<file path="src/rtl/led_bank_arbiter_pkg.sv">
// Shared definitions for the LED bank blocks: arbiter state encoding, bank defaults
// and the hold-timer divider helper.
package led_bank_arbiter_pkg;

  typedef enum logic [1:0] {
    ST_IDLE = 2'd0,
    ST_OWN  = 2'd1,
    ST_GAP  = 2'd2
  } arb_state_t;

  localparam int DEF_NREQ = 4;
  localparam int DEF_LEDS = 8;

  function automatic int tick_div(input int clock_hz, input int tick_hz);
    return clock_hz / tick_hz;
  endfunction

endpackage

</file>
<file path="src/rtl/led_bank_arbiter_if.sv">
// Producer <-> LED bank arbiter bundle. With LED_DIM_EN defined a 4-bit dim level
// travels from the producer side to the arbiter.
interface led_bank_arbiter_if #(
  parameter int NREQ = 4,
  parameter int LEDS = 8
);
  logic [NREQ-1:0]      req;
  logic [NREQ*LEDS-1:0] pattern;
  logic [NREQ-1:0]      grant;
  logic                 busy;
  logic [LEDS-1:0]      led;
`ifdef LED_DIM_EN
  logic [3:0]           dim;

  modport master (output req, pattern, dim, input grant, busy, led);
  modport slave  (input req, pattern, dim, output grant, busy, led);
`else
  modport master (output req, pattern, input grant, busy, led);
  modport slave  (input req, pattern, output grant, busy, led);
`endif
endinterface

</file>
<file path="src/rtl/led_bank_arbiter_tick_gen.sv">
// Free-running prescaler: one-cycle tick every CLOCK/TICK_HZ hwclk cycles.
module led_bank_arbiter_tick_gen
  import led_bank_arbiter_pkg::*;
#(
  parameter int CLOCK   = 12000000,
  parameter int TICK_HZ = 1000
) (
  input  logic hwclk,
  input  logic reset,
  output logic o_tick
);
  localparam int TICK_DIV = tick_div(CLOCK, TICK_HZ);
  localparam int CW       = $clog2(TICK_DIV);
  localparam logic [CW-1:0] LAST = CW'(TICK_DIV - 1);

  logic [CW-1:0] r_cnt;

  always_ff @(posedge hwclk) begin
    if (reset)              r_cnt <= '0;
    else if (r_cnt == LAST) r_cnt <= '0;
    else                    r_cnt <= r_cnt + CW'(1);
  end

  assign o_tick = (r_cnt == LAST);

endmodule

</file>
<file path="src/rtl/led_bank_arbiter.sv">
// Round-robin owner of the shared LED bank with min/max hold time and a one-cycle
// zero-grant gap between owners. Optional PWM dimming under LED_DIM_EN.
module led_bank_arbiter
  import led_bank_arbiter_pkg::*;
#(
  parameter int NREQ           = DEF_NREQ,
  parameter int LEDS           = DEF_LEDS,
  parameter int CLOCK          = 12000000,
  parameter int TICK_HZ        = 1000,
  parameter int MIN_HOLD_TICKS = 250,
  parameter int MAX_HOLD_TICKS = 2000,
  parameter logic [LEDS-1:0] IDLE_PATTERN = '0
) (
  input  logic           hwclk,
  input  logic           reset,
  led_bank_arbiter_if.slave bus
);
  localparam int IW = $clog2(NREQ);
  localparam int HW = $clog2(MAX_HOLD_TICKS + 1);
  localparam logic [HW-1:0] MIN_H = HW'(MIN_HOLD_TICKS);
  localparam logic [HW-1:0] MAX_H = HW'(MAX_HOLD_TICKS);

  arb_state_t      r_state, w_state_nxt;
  logic [IW-1:0]   r_owner, r_rr_ptr, w_winner;
  logic [HW-1:0]   r_hold_cnt;
  logic [NREQ-1:0] r_grant;
  logic            r_busy;
  logic [LEDS-1:0] r_led_q;
  logic            w_tick, w_owner_req, w_others, w_release;

  // Nearest set request after ptr, wrapping; ptr itself is ranked last.
  function automatic logic [IW-1:0] rr_pick(input logic [NREQ-1:0] req,
                                            input logic [IW-1:0] ptr);
    logic [IW-1:0] pick;
    int idx;
    pick = ptr;
    for (int k = NREQ; k >= 1; k--) begin
      idx = (int'(ptr) + k) % NREQ;
      if (req[idx]) pick = IW'(idx);
    end
    return pick;
  endfunction

  function automatic logic [LEDS-1:0] pat_of(input logic [NREQ*LEDS-1:0] pat,
                                             input logic [IW-1:0] idx);
    logic [LEDS-1:0] r;
    r = '0;
    for (int i = 0; i < NREQ; i++)
      if (int'(idx) == i) r = pat[i*LEDS +: LEDS];
    return r;
  endfunction

  function automatic logic [NREQ-1:0] onehot(input logic [IW-1:0] idx);
    logic [NREQ-1:0] r;
    r = '0;
    for (int i = 0; i < NREQ; i++)
      if (int'(idx) == i) r[i] = 1'b1;
    return r;
  endfunction

  led_bank_arbiter_tick_gen #(.CLOCK(CLOCK), .TICK_HZ(TICK_HZ)) u_tick (
    .hwclk  (hwclk),
    .reset  (reset),
    .o_tick (w_tick)
  );

  assign w_winner    = rr_pick(bus.req, r_rr_ptr);
  assign w_owner_req = bus.req[r_owner];
  assign w_others    = |(bus.req & ~r_grant);
  assign w_release   = (r_state == ST_OWN) &&
                       ((!w_owner_req && (r_hold_cnt >= MIN_H)) ||
                        ((r_hold_cnt == MAX_H) && w_others));

  always_ff @(posedge hwclk) begin
    if (reset) r_state <= ST_IDLE;
    else       r_state <= w_state_nxt;
  end

  always_comb begin
    w_state_nxt = r_state;
    case (r_state)
      ST_IDLE: if (|bus.req) w_state_nxt = ST_OWN;
      ST_OWN:  if (w_release) w_state_nxt = ST_GAP;
      ST_GAP:  w_state_nxt = ST_IDLE;
      default: w_state_nxt = ST_IDLE;
    endcase
  end

  always_ff @(posedge hwclk) begin
    if (reset) begin
      r_grant    <= '0;
      r_busy     <= 1'b0;
      r_led_q    <= IDLE_PATTERN;
      r_hold_cnt <= '0;
      r_rr_ptr   <= IW'(NREQ - 1);
      r_owner    <= '0;
    end else begin
      case (r_state)
        ST_IDLE: begin
          if (|bus.req) begin
            r_owner    <= w_winner;
            r_grant    <= onehot(w_winner);
            r_busy     <= 1'b1;
            r_led_q    <= pat_of(bus.pattern, w_winner);
            r_hold_cnt <= '0;
          end else begin
            r_led_q <= IDLE_PATTERN;
          end
        end
        ST_OWN: begin
          if (w_release) begin
            r_grant  <= '0;
            r_busy   <= 1'b0;
            r_led_q  <= IDLE_PATTERN;
            r_rr_ptr <= r_owner;
          end else begin
            // A dropped request freezes the last shown pattern.
            if (w_owner_req) r_led_q <= pat_of(bus.pattern, r_owner);
            if (w_tick && (r_hold_cnt != MAX_H)) r_hold_cnt <= r_hold_cnt + HW'(1);
          end
        end
        default: r_led_q <= IDLE_PATTERN;
      endcase
    end
  end

  assign bus.grant = r_grant;
  assign bus.busy  = r_busy;

`ifdef LED_DIM_EN
  logic [3:0] r_pwm_cnt;

  always_ff @(posedge hwclk) begin
    if (reset) r_pwm_cnt <= 4'd0;
    else       r_pwm_cnt <= r_pwm_cnt + 4'd1;
  end

  assign bus.led = r_led_q & {LEDS{r_pwm_cnt < bus.dim}};
`else
  assign bus.led = r_led_q;
`endif

endmodule

</file>
<file path="src/flat_wrapper.sv">
// flat-port wrapper written by rule: the top's interface ports become plain ports
module led_bank_arbiter_flat import led_bank_arbiter_pkg::*;
#(
  parameter int NREQ           = DEF_NREQ,
  parameter int LEDS           = DEF_LEDS,
  parameter int CLOCK          = 12000000,
  parameter int TICK_HZ        = 1000,
  parameter int MIN_HOLD_TICKS = 250,
  parameter int MAX_HOLD_TICKS = 2000,
  parameter logic [LEDS-1:0] IDLE_PATTERN = '0
)
  (hwclk, reset, bus_req, bus_pattern, bus_grant, bus_busy, bus_led);
  led_bank_arbiter_if #(.NREQ(NREQ), .LEDS(LEDS)) bus_i ();
  input  logic hwclk;
  input  logic reset;
  input wire logic [$bits(bus_i.req)-1:0] bus_req;
  input wire logic [$bits(bus_i.pattern)-1:0] bus_pattern;
  output wire logic [$bits(bus_i.grant)-1:0] bus_grant;
  output wire logic [$bits(bus_i.busy)-1:0] bus_busy;
  output wire logic [$bits(bus_i.led)-1:0] bus_led;
  assign bus_i.req = bus_req;
  assign bus_i.pattern = bus_pattern;
  assign bus_grant = bus_i.grant;
  assign bus_busy = bus_i.busy;
  assign bus_led = bus_i.led;
  led_bank_arbiter #(.NREQ(NREQ), .LEDS(LEDS), .CLOCK(CLOCK), .TICK_HZ(TICK_HZ), .MIN_HOLD_TICKS(MIN_HOLD_TICKS), .MAX_HOLD_TICKS(MAX_HOLD_TICKS), .IDLE_PATTERN(IDLE_PATTERN)) u_core (.hwclk(hwclk), .reset(reset), .bus(bus_i));
endmodule
</file>
<file path="config.mk">
export PLATFORM = sky130hd
export DESIGN_NAME = led_bank_arbiter_flat
export DESIGN_NICKNAME = d
export VERILOG_FILES = /design/src/rtl/led_bank_arbiter_pkg.sv /design/src/rtl/led_bank_arbiter_if.sv /design/src/rtl/led_bank_arbiter_tick_gen.sv /design/src/rtl/led_bank_arbiter.sv /design/src/flat_wrapper.sv
export SDC_FILE = /design/constraint.sdc
export NUM_CORES = 1
export LEC_CHECK = 0
export BUFFER_PORTS_ARGS = -buffer_cell sky130_fd_sc_hd__buf_4
export CAP_MARGIN = 20
export CORE_ASPECT_RATIO = 2
export CORE_MARGIN = 2
export CORE_UTILIZATION = 50
export CTS_BUF_LIST = sky130_fd_sc_hd__clkbuf_8
export DETAILED_ROUTE_END_ITERATION = 8
export PLACE_DENSITY = 0.83
export REMOVE_ABC_BUFFERS = 1
export SLEW_MARGIN = 30
export SYNTH_ARGS = -nofsm -noshare
export SYNTH_HDL_FRONTEND = slang
export SYNTH_SLANG_ARGS = --single-unit
</file>
<file path="constraint.sdc">
create_clock -name hwclk -period 2.1 [get_ports hwclk]
set_input_delay 0.105 -clock hwclk [delete_from_list [all_inputs] [get_ports hwclk]]
set_output_delay 0.105 -clock hwclk [all_outputs]
set_load 0.05 [all_outputs]
</file>
==> impl_metrics.csv, run 1 <==
group,metric,value,unit
yosys,synth-seq-cells,44,
yosys,yosysTopAreaCellShare,32.9,%
detailed_routing,wl,7.53,mm
power,leakagePower,1.35,nW
sta,slew_violations,0,
cts,path_clk_slew,0.10,ns
cts,insertion_delay,0.31,ns
layout,drive_above_1_share,36.3,%
sta,period_needed,2.04,ns
detailed_routing,first_iter_violations,113,
yosys,ys_warn_count,0,
worst_setup_path,crit_arrival,2.22,ns
cts,cts-buffers-inserted,5,
worst_setup_path,crit_chain,"or3b_4 -> nor4_4 -> a31oi_4 -> buf_12 -> nor4_2 -> xnor2_1 -> nor2_1",
status,outcome,"finished, final reports clean",
grt,grt_start_max_net_pins,20,
yosys,synth-seq-area-share,32.9,%
worst_setup_path,path_class,"reg -> reg",
sta,grt_setup_unrepaired,"yes",
yosys,synth_ff_type,"dfxtp_1",
placed_design,pre_cts_ws,-0.0227,ns
detailed_routing,firstDrtPassIters,4,
worst_hold_path,hold_path.class,"in -> reg",
sta,skew,0.00856,ns
cts,cts.path.max_buffers,2,
grt,track_usage,25.2,%
worst_setup_path,crit_family,"simple AND/OR/NAND/NOR gates",
yosys,async_reset_ff_share,0,%
cts,htreeDepth,2,
floorplan,num_io_pins,51,
cts,cts_tree,"built",
yosys,synth_edf_count,0,
power,p_per_area,620,mW/mm²
worst_setup_path,crit_path_max_incr_delay,0.39,ns
floorplan,rows,37,
worst_setup_path,start_kind,"register",
grt,grt_pass1_wl,12.0,mm
yosys,synth_area_leaders,"dfxtp_1, mux4_2, nor2_1",
detailed_routing,wl_per_cell,18.0,µm
floorplan,coreArea,0.00514,mm²
worst_setup_path,path_max_fanout,8,
cts,cts_root_buffer,"clkbuf_8",
detailed_routing,drc,0,
layout,antenna_cells,0,
detailed_routing,ant_nets,0,
yosys,synth_area,0.00268,mm²
worst_setup_path,path_buf_inv,1,
yosys,synth_cells,297,
floorplan,die_y,107,µm
grt,antenna_found_initial,0,
layout,layout.nets,402,
sta,layout_setup_ws,0.0647,ns
placed_design,port_buffers,50,
sta,hold_viol,0,
yosys,ys_top_cells_by_count,"dfxtp_1, nor2_1, nand3_1, nand2_1, nand4_1",
sta,worst_pin_slew,0.562,ns
sta,fmax,491,MHz
run,maxCapViolCount,0,
power,max-vdd-ir-drop,0.808,mV
cts,cts.sinks,44,
detailed_routing,vias,2579,
placed_design,globalplace.congestion,0.850,
worst_setup_path,cp_slowest_cell,"or3b_4",
sta,slew_headroom,62.3,%
placed_design,hpwl,5.40,mm
worst_setup_path,cp.depth,7,
worst_setup_path,required,2.29,ns
worst_hold_path,hold_depth,2,
grt,grt_overflow,0,
detailed_routing,avgViaCountPerCell,6.16,
sta,fin_crit_sh,96.9,%
layout,area_growth,28.1,%
floorplan,die_w,55.7,µm
worst_setup_path,reg2reg_depth,7,
grt,grt_pass1_vias,2682,
worst_setup_path,worstSetupEndpointType,"register",
yosys,ys_types,53,
floorplan,initial_utilization,52.1,%
sta,setup_violations,0,
yosys,yosys.cell_count.top_type,"dfxtp_1",
yosys,syn_area_per_cell,9.01,µm²
power,power,2.13,mW
yosys,yosysTopAreaCell,"dfxtp_1",
floorplan,die-area,0.00599,mm²
==> path summary, 6_finish.rpt <==
kind | slack, ns | endpoint | start
max | 0.06 | u_core.r_hold_cnt[9] | u_core.u_tick.r_cnt[12]
min | 0.11 | u_core.r_hold_cnt[1] | reset
max reg2reg | 0.06 | u_core.r_hold_cnt[9] | u_core.u_tick.r_cnt[12]
min reg2reg | 0.47 | u_core.u_tick.r_cnt[0] | u_core.u_tick.r_cnt[0]
==> layout make-up <==
| class | count | area [µm²] |
|---|---|---|
| inverter | 7 | 26.3 |
| sequential | 44 | 892 |
| timing repair buffer | 73 | 561 |
| multi-input combinational | 229 | 1760 |
| tap | 58 | 72.6 |
| clock inverter | 3 | 46.3 |
| clock buffer | 5 | 68.8 |
| fill | 414 | 1710 |
==> metrics by stage <==
step                hold slack, ns  instance area, µm²  TNS [ns]  utilization [%]  std cells
finish                       0.107                3430         0             66.7        419
global route                 0.124                3430   -0.0362             66.7        419
CTS                          0.107                3350         0             65.3        417
detailed placement           0.431                3210   -0.0260             62.4        409
global placement             0.428                3210         0             62.4        409
floorplan                    0.174                2590     -2.65                -        280
==> report_power, final <==
part | internal, mW | switching (mW) | leakage [nW]
clock | 0.359 | 0.332 | 0.0548
sequential | 0.872 | 0.0282 | 0.362
combinational | 0.225 | 0.309 | 0.929
total | 1.46 | 0.669 | 1.35
==> cells in the final DEF, fill, tap and decap left out, types with 3 or more instances in the layout <==
cell | netlist | layout
mux4_2 | 9 | 9
nor4_4 | 2 | 4
nand2_1 | 15 | 15
a21oi_1 | 5 | 4
nand2b_1 | 6 | 6
clkbuf_8 | 0 | 5
mux2_2 | 6 | 6
dfxtp_2 | 0 | 6
a211o_1 | 6 | 6
o21ai_0 | 4 | 4
buf_4 | 1 | 72
a22oi_1 | 3 | 3
inv_1 | 7 | 7
nor3_1 | 8 | 7
nor2_1 | 43 | 43
xor2_1 | 9 | 9
nor4_2 | 3 | 3
a31oi_1 | 6 | 6
a32oi_1 | 8 | 8
nand4_1 | 14 | 14
ha_1 | 4 | 4
dfxtp_1 | 44 | 37
and2_1 | 4 | 3
a211oi_1 | 6 | 5
nand3_1 | 22 | 22
and3_1 | 5 | 5
xnor2_1 | 12 | 12
==> metal layers <==
layer  routed length [µm]  GRT usage (%)  up-vias
met2                 4350           49.1       68
met3                  247           3.00       19
met4                  219           13.9        0
li1                     -              -     1223
met5                    0              0        -
met1                 2720           24.9     1269
==> logic make-up after synthesis <==
logic type               synth area share [%]
AO/OA/AOI/OAI                            14.4
XOR/XNOR                                 6.88
adder cells (fa/ha/maj)                  1.87
buffers and inverters                    4.16
flip-flops                               32.9
multiplexers                             10.1
AND/OR/NAND/NOR                          29.7
==> state kept, by name, summed over array words and instances (netlist names) <==
| signal | flops |
|---|---|
| u_core.r_state | 2 |
| u_core.bus.busy | 1 |
| u_core.u_tick.r_cnt | 14 |
| u_core.bus.led | 8 |
| u_core.bus.grant | 4 |
| u_core.r_rr_ptr | 2 |
| u_core.r_owner | 2 |
| u_core.r_hold_cnt | 11 |
==> repair_timing <==
action / in CTS / in global routing
gates resized for setup: 5 / 17
endpoints found under the setup margin: 11 / 19
hold buffers: 0 / 0
buffers inserted: 0 / 2
pin swaps: 2 / 7
hold endpoints to repair: 0 / 0
Power figures use the tool's default switching activity.
==> run 2, diff against run 1 <==
--- a/config.mk
+++ b/config.mk
@@ -12,6 +12,7 @@
 export CORE_UTILIZATION = 50
 export CTS_BUF_LIST = sky130_fd_sc_hd__clkbuf_8
 export DETAILED_ROUTE_END_ITERATION = 8
+export HOLD_SLACK_MARGIN = 0.15
 export PLACE_DENSITY = 0.83
 export REMOVE_ABC_BUFFERS = 1
 export SLEW_MARGIN = 30
==> run 2 against run 1 <==
- count of clock-buffer cells in the layout stayed put
- die area stayed put
- fmax is 1.2% higher
- via count is 0.31% lower
- flip-flop and latch count stayed put
- sequential share of layout area is 0.18 points lower
- critical path depth stayed put
- worst setup slack better by 0.023 ns
- critical path type unchanged
- highest routed layer unchanged
==> impl_metrics.csv, run 2 (synthesis gave the netlist of run 1 again) <==
group,metric,value,unit
floorplan,initial_utilization,52.1,%
layout,layout.nets,403,
power,comb_power_share,25.3,%
placed_design,port_buffers,50,
grt,track_usage,25.4,%
power,leakagePower,1.35,nW
grt,met1_usage,24.9,%
placed_design,globalplace.congestion,0.850,
sta,period_needed,2.01,ns
worst_setup_path,path_max_fanout,3,
cts,path_clk_slew,0.09,ns
grt,grt_overflow,0,
sta,final.setup.tns,0,ns
sta,setup_violations,0,
floorplan,num_io_pins,51,
detailed_routing,first_iter_violations,89,
layout,area_growth,29.0,%
detailed_routing,avgViaCountPerCell,6.12,
cts,htreeDepth,2,
grt,grt.met2_usage,50.0,%
power,p_per_area,617,mW/mm²
grt,use_met3,3.00,%
detailed_routing,ant_nets,0,
layout,regMostFlops,"u_core.u_tick.r_cnt",
detailed_routing,wl,7.55,mm
sta,layout_setup_ws,0.0879,ns
layout,final_common_cell,"buf_4",
worst_hold_path,hold_path.class,"in -> reg",
cts,insertion_delay,0.31,ns
floorplan,die-area,0.00599,mm²
grt,grt_start_max_net_pins,20,
placed_design,hpwl,5.40,mm
power,swShare,31.5,%
placed_design,dp_cells,409,
detailed_routing,drc,0,
worst_setup_path,rrSetupSlack,0.09,ns
floorplan,die_y,107,µm
sta,worst_pin_slew,0.555,ns
layout,largest_register_ff_count,14,
cts,cts_tree,"built",
grt,grt_pass1_wl,12.1,mm
sta,slew_violations,0,
floorplan,coreArea,0.00514,mm²
worst_setup_path,worstSetupEndpointType,"register",
worst_setup_path,start_kind,"register",
sta,fin_crit_sh,95.8,%
worst_setup_path,path_class,"reg -> reg",
layout,antenna_cells,0,
sta,slew_headroom,62.7,%
cts,cts_root_buffer,"clkbuf_8",
power,max-vdd-ir-drop,0.806,mV
grt,antenna_found_initial,0,
cts,cts.path.max_buffers,2,
power,p_clk_share,32.4,%
sta,grt_setup_unrepaired,"yes",
power,p_seq_share,42.3,%
detailed_routing,wl_per_cell,18.0,µm
floorplan,die_w,55.7,µm
status,outcome,"finished, final reports clean",
worst_setup_path,crit_arrival,2.22,ns
run,maxCapViolCount,0,
worst_setup_path,required,2.30,ns
placed_design,pre_cts_ws,-0.0227,ns
layout,drive_above_1_share,36.5,%
detailed_routing,firstDrtPassIters,4,
sta,fmax,497,MHz
layout,final_util,67.2,%
layout,instances_no_fill,420,
layout,layout_common_cells,"buf_4, nor2_1, dfxtp_1, nand3_1, nand2_1",
power,p_sw,670,µW
cts,cts.sinks,44,
grt,grt_pass1_vias,2697,
cts,cts-buffers-inserted,5,
sta,hold_viol,0,
detailed_routing,vias,2571,
floorplan,rows,37,
grt,busiest_layer,"met2",
power,p_int,1.46,mW
sta,skew,0.00792,ns
==> run 2: changes by cell type in the layout (fill, tap and decap cells not counted), sizes merged <==
cell,delta
dlygate4sd3,+1
==> run 2: layout make-up <==
cell class | count | area [µm²]
Multi-Input combinational cell | 229 | 1770
Fill cell | 406 | 1690
Sequential cell | 44 | 892
Timing Repair Buffer | 74 | 571
Tap cell | 58 | 72.6
Clock buffer | 5 | 68.8
Clock inverter | 3 | 46.3
Inverter | 7 | 26.3
==> run 2: path summary, 6_finish.rpt <==
| path | end | depth (start not counted) | from |
|---|---|---|---|
| hold / removal | u_core.bus.led[0] | 4 | bus_pattern[0] |
| hold reg to reg | u_core.u_tick.r_cnt[0] | 1 | u_core.u_tick.r_cnt[0] |
| setup reg to reg | u_core.r_hold_cnt[0] | 7 | u_core.u_tick.r_cnt[12] |
| setup / recovery | u_core.r_hold_cnt[0] | 7 | u_core.u_tick.r_cnt[12] |
==> run 2: power by group through the flow <==
stage | Combinational (mW) | Sequential, mW | Clock, mW
finish | 0.538 | 0.901 | 0.690
floorplan | 0.203 | 1.02 | 0
CTS | 0.518 | 0.901 | 0.691
global placement | 0.503 | 0.919 | 0
global route | 0.572 | 0.905 | 0.722
detailed placement | 0.511 | 0.920 | 0
==> run 2: through the flow <==
stage,instance area (µm²),power (mW),hold WS [ns]
floorplan,2590,1.22,0.174
global placement,3210,1.42,0.428
detailed placement,3210,1.43,0.431
CTS,3360,2.11,0.225
global route,3450,2.20,0.269
finish,3450,2.13,0.238
==> run 2: repair_timing <==
item,CTS,global route
pin swaps,2,7
hold buffers,1,0
endpoints found under the setup margin,11,19
resized for setup,5,19
buffers inserted,0,2
hold endpoints to repair,14,0
==> run 2: per-layer routing <==
metal,wire length (µm),vias to the layer above,share of wire (%)
met4,164,0,2.2
met3,275,12,3.6
met2,4420,78,58
met5,0,-,0
li1,-,1221,-
met1,2690,1260,36
==> run 2: worst max-delay path: stages, from the launching register on <==
cell and delay [ns]:
dfxtp_1 0.34, or3b_4 0.39, nor4_4 0.38, a31oi_4 0.15
buf_4 0.18, or2_2 0.29, a21oi_2 0.13, nor2_1 0.05
==> run 3, diff against run 2 <==
--- a/config.mk
+++ b/config.mk
@@ -7,12 +7,13 @@
 export LEC_CHECK = 0
 export BUFFER_PORTS_ARGS = -buffer_cell sky130_fd_sc_hd__buf_4
 export CAP_MARGIN = 20
-export CORE_ASPECT_RATIO = 2
+export CORE_ASPECT_RATIO = 1.5
 export CORE_MARGIN = 2
 export CORE_UTILIZATION = 50
 export CTS_BUF_LIST = sky130_fd_sc_hd__clkbuf_8
 export DETAILED_ROUTE_END_ITERATION = 8
 export HOLD_SLACK_MARGIN = 0.15
+export MAX_ROUTING_LAYER = met4
 export PLACE_DENSITY = 0.83
 export REMOVE_ABC_BUFFERS = 1
 export SLEW_MARGIN = 30
==> run 3 against run 2 <==
- combinational power decreased by 3%
- total power decreased by 1.5%
- fmax decreased by 1.2%
- largest power group unchanged
==> impl_metrics.csv, run 3 (synthesis gave the netlist of run 1 again) <==
group,metric,value,unit
status,outcome,"finished, final reports clean",
sta,slew_headroom,65.0,%
layout,area_growth,27.4,%
power,p_per_area,615,mW/mm²
detailed_routing,ant_nets,0,
floorplan,initial_utilization,51.8,%
grt,grt_overflow,0,
worst_setup_path,path_class,"reg -> reg",
detailed_routing,vias,2515,
detailed_routing,firstDrtPassIters,4,
worst_setup_path,reg2reg_depth,9,
cts,insertion_delay,0.30,ns
cts,htreeDepth,2,
run,maxCapViolCount,0,
worst_setup_path,r2r_end,"u_core.r_hold_cnt[7]",
placed_design,globalplace.congestion,0.869,
sta,setup_violations,0,
detailed_routing,avgViaCountPerCell,5.92,
sta,holdWs,0.219,ns
worst_setup_path,required,2.29,ns
sta,period_needed,2.04,ns
detailed_routing,wl_per_cell,16.1,µm
layout,fin_area,0.00341,mm²
detailed_routing,first_iter_violations,106,
cts,cts_root_buffer,"clkbuf_8",
layout,layout.nets,398,
floorplan,die_y,93.6,µm
sta,final.setup.tns,0,ns
layout,final_util,66.0,%
worst_hold_path,worstHoldEndpoint,"u_core.bus.led[7]",
worst_setup_path,crit_path_max_incr_delay,0.45,ns
worst_setup_path,crit_chain,"inv_2 -> ha_4 -> or2b_4 -> or4_4 -> a31oi_4 -> buf_6 -> nor3_1 -> xnor2_1 -> nor2_1",
sta,hold_viol,0,
power,leakagePower,1.32,nW
sta,fmax,491,MHz
worst_setup_path,path_max_fanout,8,
detailed_routing,drc,0,
worst_setup_path,cp_slowest_cell,"or4_4",
placed_design,hpwl,4.84,mm
worst_hold_path,hold_path.class,"in -> reg",
sta,layout_setup_ws,0.0631,ns
worst_setup_path,worstSetupEndpointType,"register",
worst_setup_path,crit_arrival,2.23,ns
layout,antenna_cells,0,
detailed_routing,wl,6.85,mm
sta,worst_pin_slew,0.521,ns
cts,cts.sinks,44,
layout,drive_above_1_share,34.2,%
floorplan,num_io_pins,51,
power,power,2.10,mW
placed_design,pre_cts_ws,-0.0571,ns
layout,nFillCells,407,
worst_setup_path,path_buf_inv,2,
placed_design,dp_cells,413,
layout,largest_register_ff_count,14,
sta,fin_crit_sh,97.0,%
worst_setup_path,rrSetupSlack,0.06,ns
layout,regMostFlops,"u_core.u_tick.r_cnt",
cts,cts.path.max_buffers,2,
grt,grt_pass1_wl,11.0,mm
worst_hold_path,hold_depth,4,
grt,track_usage,23.6,%
placed_design,port_buffers,50,
cts,cts-buffers-inserted,5,
layout,instances_no_fill,425,
layout,layout_common_cells,"buf_4, nor2_1, dfxtp_1, nand3_1, nand2_1",
cts,cts_tree,"built",
grt,antenna_found_initial,0,
power,max-vdd-ir-drop,0.569,mV
grt,grt_start_max_net_pins,20,
floorplan,coreArea,0.00516,mm²
sta,skew,0.00333,ns
worst_setup_path,crit_family,"simple AND/OR/NAND/NOR gates",
placed_design,place_area,0.00316,mm²
worst_setup_path,rr_startpoint,"u_core.r_hold_cnt[0]",
floorplan,die_w,63.7,µm
grt,grt_pass1_vias,2474,
layout,final_common_cell,"buf_4",
worst_hold_path,min-delay-start,"bus_pattern[15]",
sta,grt_setup_unrepaired,"yes",
cts,path_clk_slew,0.09,ns
sta,slew_violations,0,
floorplan,die-area,0.00596,mm²
worst_setup_path,start_kind,"register",
floorplan,rows,32,
-- run 3: worst max-delay path by stage --
stage	slack [ns]	cells after the start	from	to
6_report	0.06	9	u_core.r_hold_cnt[0]	u_core.r_hold_cnt[7]
5_1_grt	-0.02	8	u_core.r_hold_cnt[1]	u_core.r_hold_cnt[10]
4_1_cts	0.04	7	u_core.r_hold_cnt[6]	u_core.r_hold_cnt[7]
3_5_place_dp	-0.06	9	u_core.r_hold_cnt[1]	u_core.r_hold_cnt[6]
3_3_place_gp	0.05	9	u_core.r_hold_cnt[0]	u_core.r_hold_cnt[10]
2_1_floorplan	-0.30	6	u_core.bus.grant[0]	u_core.bus.led[2]
-- run 3: timing repair --
action,in CTS,in global routing
endpoints found under the hold margin,15,0
pin swaps,3,7
setup endpoints to repair,10,18
buffers inserted,1,2
hold buffers,1,0
gates resized for setup,10,13
-- run 3: cell type report --
| type | count | area (µm²) | area share, % |
|---|---|---|---|
| Sequential cell | 44 | 890 | 26.1 |
| Inverter | 7 | 26.3 | 0.771 |
| Clock inverter | 3 | 46.3 | 1.36 |
| Timing Repair Buffer | 69 | 528 | 15.5 |
| Multi-Input combinational cell | 229 | 1760 | 51.8 |
| Clock buffer | 5 | 68.8 | 2.02 |
| Tap cell | 68 | 85.1 | 2.50 |
-- run 3: worst register-to-register path: stages (launching register included) --
cell,delay (ns)
dfxtp_2,0.33
inv_2,0.08
ha_4,0.12
or2b_4,0.27
or4_4,0.45
a31oi_4,0.19
buf_6,0.18
nor3_1,0.08
xnor2_1,0.18
nor2_1,0.05
-- run 3: layer usage --
metal | part of all wire [%] | routed length, µm | global-route usage, %
met5 | 0 | 0 | -
met4 | 1.9 | 132 | 8.88
met3 | 3.7 | 254 | 3.01
met2 | 56 | 3840 | 43.2
met1 | 38 | 2620 | 25.9
-- run 3: power by group --
part | internal [mW] | switching, mW | total [mW]
sequential | 0.872 | 0.0269 | 0.899
clock | 0.359 | 0.319 | 0.677
combinational | 0.220 | 0.301 | 0.521
